==> src/rtl/alu_operand_stage.sv <==
// alu_operand_stage: registered operand-select stage between decode/register file and the ALU.
// Selects operand A (rs1/PC/zero) and operand B (rs2/sign-extended imm) and a store-data copy of rs2.
// Holds the result in a one-entry valid/ready pipeline register.
// Optional feature macro: ALU_OPERAND_FWD_EN enables EX/WB forwarding for rs1 and rs2.
// When the macro is undefined, register-file data is used directly and the ex_*/wb_* inputs are ignored.
module alu_operand_stage #(
    parameter int unsigned XLEN   = 32,
    parameter int unsigned IMM_W  = 21,
    parameter int unsigned REG_AW = 5
) (
    input  logic              clk,
    input  logic              rst,
    // decode bundle handshake
    input  logic              in_valid,
    output logic              in_ready,
    // operand selection controls
    input  logic              alu_src,
    input  logic [1:0]        a_sel,
    input  logic [REG_AW-1:0] rs1_addr,
    input  logic [REG_AW-1:0] rs2_addr,
    input  logic [XLEN-1:0]   rs1_data,
    input  logic [XLEN-1:0]   rs2_data,
    input  logic [XLEN-1:0]   pc,
    input  logic [IMM_W-1:0]  imm,
    // forwarding sources
    input  logic              ex_wr_en,
    input  logic [REG_AW-1:0] ex_rd,
    input  logic [XLEN-1:0]   ex_result,
    input  logic              wb_wr_en,
    input  logic [REG_AW-1:0] wb_rd,
    input  logic [XLEN-1:0]   wb_result,
    // pipeline control
    input  logic              flush,
    // ALU bundle handshake
    output logic              out_valid,
    input  logic              out_ready,
    output logic [XLEN-1:0]   op_a,
    output logic [XLEN-1:0]   op_b,
    output logic [XLEN-1:0]   store_data
);

    localparam int unsigned EXT_W = XLEN - IMM_W;

    localparam logic [1:0]        A_SEL_RS1 = 2'b00;
    localparam logic [1:0]        A_SEL_PC  = 2'b01;
    localparam logic [REG_AW-1:0] REG_X0    = '0;

    // forwarded source values
    logic [XLEN-1:0] rs1_fwd;
    logic [XLEN-1:0] rs2_fwd;

    // selected operands for the incoming bundle
    logic [XLEN-1:0] imm_sext;
    logic [XLEN-1:0] op_a_new;
    logic [XLEN-1:0] op_b_new;

    // pipeline register
    logic            out_valid_q;
    logic            out_valid_d;
    logic [XLEN-1:0] op_a_q;
    logic [XLEN-1:0] op_a_d;
    logic [XLEN-1:0] op_b_q;
    logic [XLEN-1:0] op_b_d;
    logic [XLEN-1:0] store_data_q;
    logic [XLEN-1:0] store_data_d;

    logic            load;

`ifdef ALU_OPERAND_FWD_EN
    // Resolve RAW hazards: EX is younger than WB so it wins; x0 is never forwarded.
    always_comb begin
        rs1_fwd = rs1_data;
        rs2_fwd = rs2_data;
        if (rs1_addr != REG_X0) begin
            if (ex_wr_en && (ex_rd == rs1_addr)) begin
                rs1_fwd = ex_result;
            end else if (wb_wr_en && (wb_rd == rs1_addr)) begin
                rs1_fwd = wb_result;
            end
        end
        if (rs2_addr != REG_X0) begin
            if (ex_wr_en && (ex_rd == rs2_addr)) begin
                rs2_fwd = ex_result;
            end else if (wb_wr_en && (wb_rd == rs2_addr)) begin
                rs2_fwd = wb_result;
            end
        end
    end
`else
    // No forwarding: register-file values pass straight through.
    always_comb begin
        rs1_fwd = rs1_data;
        rs2_fwd = rs2_data;
    end

    // Forwarding inputs stay on the port list for a uniform interface but are not consumed.
    logic unused_fwd_inputs;
    assign unused_fwd_inputs = ^{rs1_addr, rs2_addr, ex_wr_en, ex_rd, ex_result,
                                 wb_wr_en, wb_rd, wb_result};
`endif

    // Sign-extend the decoder immediate to the datapath width.
    assign imm_sext = {{EXT_W{imm[IMM_W-1]}}, imm};

    // Operand selection; unused/reserved encodings drive zero.
    always_comb begin
        op_a_new = '0;
        case (a_sel)
            A_SEL_RS1: op_a_new = rs1_fwd;
            A_SEL_PC:  op_a_new = pc;
            default:   op_a_new = '0;
        endcase
        op_b_new = alu_src ? imm_sext : rs2_fwd;
    end

    // Ready whenever the register is empty or being drained this cycle.
    assign in_ready = !out_valid_q || out_ready;
    assign load     = in_valid && in_ready;

    // Next-state: flush beats load, load beats drain; data holds unless a bundle is loaded.
    always_comb begin
        out_valid_d  = out_valid_q;
        op_a_d       = op_a_q;
        op_b_d       = op_b_q;
        store_data_d = store_data_q;
        if (flush) begin
            out_valid_d = 1'b0;
        end else if (load) begin
            out_valid_d  = 1'b1;
            op_a_d       = op_a_new;
            op_b_d       = op_b_new;
            store_data_d = rs2_fwd;
        end else if (out_valid_q && out_ready) begin
            out_valid_d = 1'b0;
        end
    end

    // Pipeline register with asynchronous clear.
    always_ff @(posedge clk or posedge rst) begin
        if (rst) begin
            out_valid_q  <= 1'b0;
            op_a_q       <= '0;
            op_b_q       <= '0;
            store_data_q <= '0;
        end else begin
            out_valid_q  <= out_valid_d;
            op_a_q       <= op_a_d;
            op_b_q       <= op_b_d;
            store_data_q <= store_data_d;
        end
    end

    assign out_valid  = out_valid_q;
    assign op_a       = op_a_q;
    assign op_b       = op_b_q;
    assign store_data = store_data_q;

endmodule
==> config.mk <==
export PLATFORM = sky130hd
export DESIGN_NAME = alu_operand_stage
export DESIGN_NICKNAME = d
export VERILOG_FILES = /design/src/rtl/alu_operand_stage.sv
export SDC_FILE = /design/constraint.sdc
export NUM_CORES = 1
export LEC_CHECK = 0
export ABC_AREA = 1
export CAP_MARGIN = 20
export CORE_MARGIN = 10
export CORE_UTILIZATION = 38
export CTS_CLUSTER_SIZE = 24
export DETAILED_ROUTE_END_ITERATION = 16
export GPL_TIMING_DRIVEN = 0
export PLACE_DENSITY_LB_ADDON = 0.05
export SYNTH_ARGS = -nofsm -noshare
export SYNTH_HDL_FRONTEND = slang
export SYNTH_SLANG_ARGS = --single-unit
==> constraint.sdc <==
create_clock -name clk -period 5.9 [get_ports clk]
set_input_delay 0.885 -clock clk [delete_from_list [all_inputs] [get_ports clk]]
set_output_delay 0.885 -clock clk [all_outputs]
set_load 0.02 [all_outputs]
==> summary.txt, run 1 <==
Power and ir drop
  • Clock power frac: 29.2%
  • P_int: 1390 uW
  • Net Sw Frac: 30.4%
  • Reg power frac: between 40% and 50%
  • Switching power: approximately 610 uW
  • Pwr/cell area: 278 nW/um2
  • LEAKAGE: between 0.003 and 0.004 uW
  • Maximum vdd ir drop: between 100 and 150 uV
  • Power share of the combinational group: 30.1%

Timing
  • Post-layout minimum cycle time: approximately 3.0 ns
  • Max Slew Vio Count: 0
  • Fmax: 333 MHz
  • Rel. slew slack: about three fifths
  • Final Skew: between 0.006 and 0.007 ns
  • Hold Violations, Final: 0
  • Setup-failing EPs final: 0
  • Crit share post-route: 50.9%
  • Slew at the pin with the worst max-slew slack: 0.593 ns
  • Fin Setup TNS: 0 ns
  • RSZ-0062 raised after global routing: false
  • Min Hold Slack: approximately 0.47 ns

Setup path
  • Worst r2r dst: store_data[11]
  • Worst setup EP type: primary output
  • Required time worst endpoint: 5.02 ns
  • R2R depth: 6
  • CP Class: in -> out
  • Crit Path Max Fanout: 2
  • Reg2reg setup slack: 4.50 ns
  • Startpoint class of the critical path: input pin
  • FF-to-FF Start: out_valid
  • Critical path arrival: 2.12 ns
  • Crit path from: out_ready

Logic synthesis
  • Largest area contributor in the netlist: dfrtp_1
  • Post-synth cell types: 11
  • Area contributors post-synth: dfrtp_1, nand2_1, nand3_1, o21ai_0, inv_1
  • Synth warnings: 0
  • Avg Inst Size Synth: 7.30 um2
  • Synth top area share: 54.0%
  • Seq/Total Area, Yosys: 54.0%
  • FF+latch count, synth: 97
  • Synthesized area: approximately 4500 um2
  • Synth Net Count: 827
  • Cells after Synth: about 600

CTS
  • Clock sink count: 97
  • CTS Hold Bufs: 0
  • H-tree depth: 3
  • CTS tree: built
  • CTS Buf Count: 9
  • Post-CTS Resized: 0
  • Postcts setup bufs: 0
  • Clk root buf: clkbuf_16
  • Clock buffer depth: 2
  • Clock transition at path regs: 0.06 ns
  • Worst-skew pair later-pin latency: 0.34 ns

Routing
  • Remaining DRCs: 0
  • Met2 wire length: roughly 7500 um
  • WL per Instance: 15.5 um
  • Routed wire length: 15400 um
  • Vias per cell: 4.60
  • Met3 WL: about 1500 um
  • Total number of vias: 4579
  • Metal-1 WL: 6180 um
  • Post-route ant nets: 0
  • DR iter-0 viols: about 220
  • Highest routed layer: met4
  • First-pass DRT Iterations: 4

Floorplanning
  • I/O pins: 309
  • Die Span Y: 129 um
  • FP Rows: 39
  • Die area: 16600 um2
  • Die X: 129 um
  • Core Region: 11500 um2
  • Initial Utilization: 39.0%

Hold path
  • Hold Path Cell Cnt: 2
  • WHS Endpoint: store_data[7]
  • Min-delay src: store_data[7]
  • Worst Hold Class: reg -> reg

Outcome
  • Status: complete, no violations

Layout
  • Sequential Area: between 2000 and 2500 um2
  • Multi-input logic area: 1760 um2
  • Area delta synth->final: 60.1%
  • Layout cells sized above 1: 3.99%
  • Diode count: 0
  • Fin nets: ~1.1k
  • Layout filler cell count: about 1.1k

Global routing
  • First-pass GRT wire length: roughly 24000 um
  • Total track usage: 18.3%
  • Largest net degree at the start of global routing: 54
  • Total gr overflow: 0
  • Via count of the first global-routing pass: 4561
  • Initial antenna violation count: 0

Place
  • Final RePlAce weighted congestion: just over 0.8
  • HPWL Detailed: 12200 um
  • Number of port buffers: 220

Flow run
  • Max Cap Viol: 0
==> how the worst max path moves through the flow <==
| stage | end | slack (ns) | cells after the start |
|---|---|---|---|
| global route | in_ready | 2.86 | 4 |
| detailed placement | in_ready | 2.89 | 4 |
| floorplan | op_a[0] | 2.48 | 1 |
| finish | in_ready | 2.89 | 4 |
| CTS | in_ready | 2.88 | 4 |
| global placement | store_data[11] | 0.92 | 2 |
==> synth_stat cells <==
cell,n
dfrtp_1,97
inv_2,1
o21ai_0,32
nor2_2,2
inv_1,36
nor2_1,3
clkbuf_1,21
nand3_1,33
buf_4,6
nand2_1,375
buf_2,10
==> power by group through the flow <==
stage	Combinational, uW	Clock, uW	Sequential, uW
6_report	603	584	813
5_1_grt	655	628	825
3_3_place_gp	603	0	820
2_1_floorplan	146	0	941
3_5_place_dp	611	0	825
4_1_cts	614	596	814
==> metrics by stage <==
stage               instance area, um2  utilization [%]  power (uW)  instances  setup WS, ns
floorplan                         4500                -        1090        616          2.48
global placement                  6880             59.7        1420        979         0.918
global route                      7200             62.5        2110        996          2.86
finish                            7200             62.5        2000        996          2.89
CTS                               7200             62.5        2020        996          2.88
detailed placement                6910             60.0        1440        980          2.89
==> sequential cells by signal, indices dropped and copies added (netlist names) <==
register and flops:
op_b 32, out_valid 1, op_a 32, store_data 32
==> worst max-delay path, stage by stage <==
cell	delay [ns]
clkdlybuf4s50_1	0.49
inv_1	0.04
nand2_1	0.06
clkdlybuf4s50_1	0.64
==> cell families (layout without fill, tap and decap cells) <==
group	count (synthesis)	count (layout)	synth area share, %
and+or+nand+nor	413	413	35.5
buffers and inverters	74	311	6.96
DFF	97	97	54.0
AOI/OAI and AO/OA	32	32	3.56
==> metal layers <==
| metal | vias up | global-route usage, % |
|---|---|---|
| met5 | - | 0 |
| met3 | 17 | 7.52 |
| met4 | 0 | 7.22 |
| li1 | 2329 | - |
| met2 | 138 | 30.4 |
| met1 | 2095 | 20.5 |
==> placed cells by master, fill, tap and decap left out, drive strengths merged <==
| cell type | n |
|---|---|
| o21ai | 32 |
| nor2 | 5 |
| dfrtp | 97 |
| clkinv | 2 |
| nand2 | 375 |
| buf | 17 |
| clkbuf | 34 |
| bufinv | 1 |
| nand3 | 33 |
| clkdlybuf4s50 | 220 |
| inv | 37 |
==> layout make-up <==
class / count / share of cell area, %
Clock buffer: 13 / 3.48
Inverter: 37 / 1.96
Clock inverter: 3 / 0.556
Multi-Input combinational cell: 445 / 24.4
Buffer: 37 / 2.42
Sequential cell: 97 / 33.7
Tap cell: 143 / 2.49
Timing Repair Buffer: 221 / 31.0
(Power assumes the default switching activity.)
==> inputs of run 2 (changes only) <==
--- a/config.mk
+++ b/config.mk
@@ -8,7 +8,7 @@
 export ABC_AREA = 1
 export CAP_MARGIN = 20
 export CORE_MARGIN = 10
-export CORE_UTILIZATION = 38
+export CORE_UTILIZATION = 32
 export CTS_CLUSTER_SIZE = 24
 export DETAILED_ROUTE_END_ITERATION = 16
 export GPL_TIMING_DRIVEN = 0
==> constraint.sdc (replaced) <==
create_clock -name clk -period 2.4 [get_ports clk]
set_input_delay 0.36 -clock clk [delete_from_list [all_inputs] [get_ports clk]]
set_output_delay 0.36 -clock clk [all_outputs]
set_load 0.02 [all_outputs]
==> run 2 against run 1 <==
Critical path depth stayed put. Combinational power is 150% higher. Critical path type unchanged. Largest power group unchanged. Final area is 1.4% higher. Wire length is 5.2% higher. Via count is 1.7% higher. Worst hold slack worse by 0.035 ns. Cell count is 3.8% higher. Clock power grew to 2.7 times the previous value. Largest cell class unchanged.
==> summary.txt, run 2 (same netlist as run 1, synthesis figures left out) <==
Routing
  • First-pass DRT Iterations: 4 (unchanged)
  • DR iter-0 viols: 187 (was 222)
  • Vias per cell: 4.50 (was 4.60)
  • Total number of vias: 4656 (was 4579)
  • Post-route ant nets: 0 (unchanged)
  • WL per Instance: 15.7 um (was 15.5 um)
  • Remaining DRCs: 0 (unchanged)
  • Routed wire length: 16200 um (was 15400 um)

Timing
  • Post-layout minimum cycle time: approximately 2.0 ns
  • Crit share post-route: 81.4%
  • Rel. slew slack: 55.6% (was 60.4%)
  • Fin Setup TNS: 0 ns (unchanged)
  • Setup-failing EPs final: 0 (unchanged)
  • Final Skew: 0.00599 ns (was 0.00665 ns)
  • Fmax: 512 MHz
  • Max Slew Vio Count: 0 (unchanged)
  • RSZ-0062 raised after global routing: false (unchanged)
  • Final setup margin: 0.446 ns (was 2.89 ns)
  • Slew at the pin with the worst max-slew slack: 0.665 ns (was 0.593 ns)
  • Hold Violations, Final: 0 (unchanged)

Global routing
  • Total track usage: 16.3% (was 18.3%)
  • First-pass GRT wire length: 25500 um (was 23700 um)
  • Via count of the first global-routing pass: 4699 (was 4561)
  • Initial antenna violation count: 0 (unchanged)
  • Total gr overflow: 0 (unchanged)
  • Largest net degree at the start of global routing: 39 (was 54)

Floorplanning
  • Die area: 19200 um2 (was 16600 um2)
  • Initial Utilization: 32.5% (was 39.0%)
  • Die X: 139 um (was 129 um)
  • I/O pins: 309 (unchanged)
  • Core Region: 13800 um2 (was 11500 um2)
  • FP Rows: 43 (was 39)
  • Die Span Y: 139 um (was 129 um)

Layout
  • Finished Layout Cells: 1034 (was 996)
  • Diode count: 0 (unchanged)
  • Most common cell after layout, fill and taps aside: nand2_1 (unchanged)
  • Layout cells sized above 1: 4.45% (was 3.99%)
  • Commonest cells after routing, fill and taps aside: nand2_1, clkdlybuf4s50_1, dfrtp_1 (unchanged)
  • Final instance area: 7300 um2 (was 7200 um2)
  • Area delta synth->final: 62.3% (was 60.1%)
  • Fin nets: 1060 (was 1059)

Setup path
  • Required time worst endpoint: 2.04 ns (was 5.02 ns)
  • Worst setup EP type: primary output (unchanged)
  • Critical path arrival: 1.59 ns (was 2.12 ns)
  • Crit Path Max Fanout: 2 (unchanged)
  • Startpoint class of the critical path: input pin (unchanged)
  • CP Class: in -> out (unchanged)

Place
  • Pre-CTS setup slack: 0.343 ns (was 2.89 ns)
  • Placed Cells: 1018 (was 980)
  • Number of port buffers: 220 (unchanged)
  • DP Area: 6970 um2 (was 6910 um2)
  • Final RePlAce weighted congestion: 0.840 (was 0.811)
  • HPWL Detailed: 12800 um (was 12200 um)

CTS
  • CTS tree: built (unchanged)
  • Clock buffer depth: 2 (unchanged)
  • Post-CTS Resized: 0 (unchanged)
  • Worst-skew pair later-pin latency: 0.34 ns (about the same)
  • Clock transition at path regs: 0.06 ns (about the same)
  • Clock sink count: 97 (unchanged)
  • CTS Hold Bufs: 0 (unchanged)
  • CTS Buf Count: 9 (unchanged)
  • Clk root buf: clkbuf_16 (unchanged)
  • H-tree depth: 3 (unchanged)
  • Postcts setup bufs: 0 (unchanged)

Hold path
  • Worst Hold Class: in -> reg (was reg -> reg)

Power and ir drop
  • Design Power: 5080 uW (was 2000 uW)
  • Maximum vdd ir drop: 328 uV (was 145 uV)
  • LEAKAGE: 0.00371 uW (was 0.00370 uW)
  • Pwr/cell area: 696 nW/um2 (was 278 nW/um2)

Outcome
  • Status: complete, no violations (unchanged)

Flow run
  • Max Cap Viol: 0 (unchanged)
[run 2: cell count changes in the layout (fill, tap and decap cells not counted), sizes merged]
cell      change
clkinvlp      +2
inv           -1
buf           +1
clkbuf        -2
bufinv        +1
[run 2: power by group]
group / total, uW / switching [uW] / leakage [uW] / internal [uW]
Clock: 1580 / 618 / 0.000162 / 967
Combinational: 1490 / 773 / 0.00232 / 721
Sequential: 2000 / 130 / 0.00123 / 1870
Total: 5080 / 1520 / 0.00371 / 3560
[run 2: layer usage]
metal | GRT usage (%) | wire, um
met1 | 19.6 | 6850
met2 | 26.5 | 7720
met3 | 5.75 | 1290
met4 | 5.77 | 337
met5 | 0 | 0
[run 2: final timing paths]
kind	start	to	slack, ns	depth (start not counted)
min in group asynchronous	rst	op_a[6]	0.45	2
max in group asynchronous	rst	op_b[23]	1.10	4
max	out_ready	in_ready	0.45	4
min	a_sel[0]	op_a[30]	0.43	5
max reg2reg	out_valid	op_a[5]	0.88	6
min reg2reg	store_data[25]	store_data[25]	0.47	2
[run 2: worst max-delay path: stages]
cell and delay (ns):
clkdlybuf4s50_1 0.48, inv_1 0.05, nand2_1 0.08, clkdlybuf4s50_1 0.63
[run 2: stage by stage]
stage | hold slack [ns] | utilization (%)
6_report | 0.434 | 52.8
5_1_grt | 0.470 | 52.8
4_1_cts | 0.430 | 52.8
3_5_place_dp | 0.458 | 50.4
3_3_place_gp | 0.455 | 50.1
2_1_floorplan | 0.426 | -
[run 2: cell type report]
| type | count | area [um2] |
|---|---|---|
| Clock inverter | 5 | 77.6 |
| Multi-Input combinational cell | 445 | 1760 |
| Tap cell | 180 | 225 |
| Buffer | 37 | 174 |
| Fill cell | 1344 | 6530 |
| Sequential cell | 97 | 2430 |
| Clock buffer | 11 | 253 |
| Inverter | 37 | 143 |
| Timing Repair Buffer | 222 | 2240 |
==> inputs of run 3 (changes only) <==
--- a/config.mk
+++ b/config.mk
@@ -8,7 +8,7 @@
 export ABC_AREA = 1
 export CAP_MARGIN = 20
 export CORE_MARGIN = 10
-export CORE_UTILIZATION = 32
+export CORE_UTILIZATION = 36
 export CTS_CLUSTER_SIZE = 24
 export DETAILED_ROUTE_END_ITERATION = 16
 export GPL_TIMING_DRIVEN = 0
==> constraint.sdc (replaced) <==
create_clock -name clk -period 1.8 [get_ports clk]
set_input_delay 0.27 -clock clk [delete_from_list [all_inputs] [get_ports clk]]
set_output_delay 0.27 -clock clk [all_outputs]
set_load 0.02 [all_outputs]
==> run 3 against run 2 <==
Clock skew shrank 0.0025 ns. Total power grew 28%. Cell count shrank 1.1%. Wire length shrank 0.14%. Worst setup slack lost 0.29 ns. Worst hold slack lost 0.11 ns. Global-route usage grew 2.6 points.
==> summary.txt, run 3 (same netlist as run 1, synthesis figures left out) <==
Setup path
  • Slowest stage delay, CP: 0.67 ns (was 0.63 ns)
  • Worst path top cell family by delay: buffers and inverters (unchanged)
  • Critical-path cell list: clkdlybuf4s50_1 (was clkdlybuf4s50_1 > inv_1 > nand2_1 > clkdlybuf4s50_1)
  • Startpoint class of the critical path: flop (was input pin)
  • Crit-path slowest cell: clkdlybuf4s50_1 (unchanged)
  • R2R depth: 6 (unchanged)
  • Critical path arrival: 1.37 ns (was 1.59 ns)
  • FF-to-FF Start: out_valid (unchanged)
  • Required time worst endpoint: 1.53 ns (was 2.04 ns)
  • Crit path from: op_a[2] (was out_ready)
  • Worst setup EP type: primary output (unchanged)
  • Crit path buf inv count: 1 (was 3)
  • Critical Path Stages: 1 (was 4)
  • Crit Path Max Fanout: 2 (unchanged)
  • CP Class: reg -> out (was in -> out)

Outcome
  • Status: complete, no violations (unchanged)

Hold path
  • Worst Hold Class: in -> reg (unchanged)
  • Hold Path Cell Cnt: 5 (unchanged)
  • Min-delay src: a_sel[0] (unchanged)

Floorplanning
  • Initial Utilization: 37.1% (was 32.5%)
  • Die area: 17400 um2 (was 19200 um2)
  • I/O pins: 309 (unchanged)
  • Die X: 132 um (was 139 um)
  • Die Span Y: 132 um (was 139 um)
  • FP Rows: 40 (was 43)
  • Core Region: 12100 um2 (was 13800 um2)

Routing
  • Post-route ant nets: 0 (unchanged)
  • Total number of vias: 4715 (was 4656)
  • Routed wire length: 16200 um (about the same)
  • DR iter-0 viols: 271 (was 187)
  • First-pass DRT Iterations: 5 (was 4)
  • Remaining DRCs: 0 (unchanged)
  • WL per Instance: 15.8 um (was 15.7 um)
  • Vias per cell: 4.61 (was 4.50)

Layout
  • Layout cells sized above 1: 4.22% (was 4.45%)
  • Core Util, Final: 59.9% (was 52.8%)
  • Most common cell after layout, fill and taps aside: nand2_1 (unchanged)
  • Final instance area: 7260 um2 (was 7300 um2)
  • Layout filler cell count: 1185 (was 1344)
  • Fin nets: 1061 (was 1060)
  • Commonest cells after routing, fill and taps aside: nand2_1, clkdlybuf4s50_1, dfrtp_1 (unchanged)
  • Area delta synth->final: 61.4% (was 62.3%)
  • Sequential Area: 2430 um2 (unchanged)
  • Multi-input logic area: 1760 um2 (unchanged)

CTS
  • CTS Buf Count: 9 (unchanged)
  • Clock sink count: 97 (unchanged)
  • Clk root buf: clkbuf_16 (unchanged)
  • CTS tree: built (unchanged)
  • CTS Hold Bufs: 0 (unchanged)
  • Postcts setup bufs: 0 (unchanged)
  • H-tree depth: 3 (unchanged)
  • Clock transition at path regs: 0.07 ns (was 0.06 ns)
  • Clock buffer depth: 2 (unchanged)
  • Worst-skew pair later-pin latency: 0.34 ns (about the same)

Power and ir drop
  • Power share of the combinational group: 30.8% (was 29.4%)
  • Net Sw Frac: 31.1% (was 29.9%)
  • Switching power: 2020 uW (was 1520 uW)
  • Clock power frac: 28.1% (was 31.2%)
  • P_int: 4470 uW (was 3560 uW)
  • Pwr/cell area: 893 nW/um2 (was 696 nW/um2)
  • Reg power frac: 41.1% (was 39.4%)
  • LEAKAGE: 0.00370 uW (was 0.00371 uW)
  • Maximum vdd ir drop: 684 uV (was 328 uV)

Place
  • HPWL Detailed: 12800 um (about the same)
  • Final RePlAce weighted congestion: 0.827 (was 0.840)
  • DP Area: 6980 um2 (was 6970 um2)
  • Pre-CTS setup slack: -0.0917 ns (was 0.343 ns)
  • Number of port buffers: 220 (unchanged)

Timing
  • RSZ-0062 raised after global routing: false (unchanged)
  • Crit share post-route: 91.1%
  • Rel. slew slack: 57.6% (was 55.6%)
  • Fmax: slightly above 600 MHz
  • Setup-failing EPs final: 0 (unchanged)
  • Max Slew Vio Count: 0 (unchanged)
  • Final setup margin: 0.160 ns (was 0.446 ns)
  • Final Skew: 0.00352 ns (was 0.00599 ns)
  • Min Hold Slack: 0.328 ns (was 0.434 ns)
  • Hold Violations, Final: 0 (unchanged)
  • Slew at the pin with the worst max-slew slack: 0.634 ns (was 0.665 ns)
  • Post-layout minimum cycle time: 1.64 ns

Global routing
  • Total gr overflow: 0 (unchanged)
  • Largest net degree at the start of global routing: 28 (was 39)
  • First-pass GRT wire length: 26500 um (was 25500 um)
  • Initial antenna violation count: 1 (was 0)
  • Via count of the first global-routing pass: 4855 (was 4699)
  • Total track usage: 18.9% (was 16.3%)

Flow run
  • Max Cap Viol: 0 (unchanged)
[run 3: through the flow]
| step | instances | power (uW) | TNS, ns |
|---|---|---|---|
| after floorplan | 616 | 3560 | 0 |
| after global placement | 1004 | 4670 | -70.78 |
| after detailed placement | 1007 | 4730 | -4.44 |
| after CTS | 1022 | 6590 | 0 |
| after global routing | 1023 | 6850 | 0 |
| final | 1023 | 6490 | 0 |
[run 3: layout make-up]
class                      instances  share of cell area [%]
clock inverter                     2                   0.190
clock buffer                      13                    3.58
sequential                        97                    33.4
buffer                            37                    2.40
tap                              168                    2.90
antenna                            1                  0.0345
multi-input combinational        445                    24.2
timing repair buffer             223                    31.3
inverter                          37                    1.96
[run 3: path summary, 6_finish.rpt]
kind                                       to  slack, ns
worst min-delay path                 op_a[30]       0.33
worst min register to register        op_b[0]       0.47
worst max register to register  store_data[7]       0.31
max in group asynchronous            op_b[21]       0.72
worst max-delay path                  op_a[2]       0.16
min in group asynchronous            op_a[11]       0.35
[run 3: power groups by stage]
stage	logic, uW	registers, uW	clock network, uW
floorplan	479	3080	0
global route	2180	2700	1960
detailed placement	2030	2700	0
CTS	2030	2660	1890
finish	2000	2660	1820
global placement	1990	2690	0
[run 3: timing repair]
| item | CTS | global route |
|---|---|---|
| hold endpoints to repair | 0 | 0 |
| endpoints found under the setup margin | 0 | 1 |
| gates resized for setup | 0 | 1 |
[run 3: per-layer routing]
layer,track usage (%),vias to the layer above,wire [um]
li1,-,2325,-
met1,22.2,2207,6740
met2,32.0,168,8000
met3,7.16,15,1160
met4,4.51,0,278
met5,0,-,0
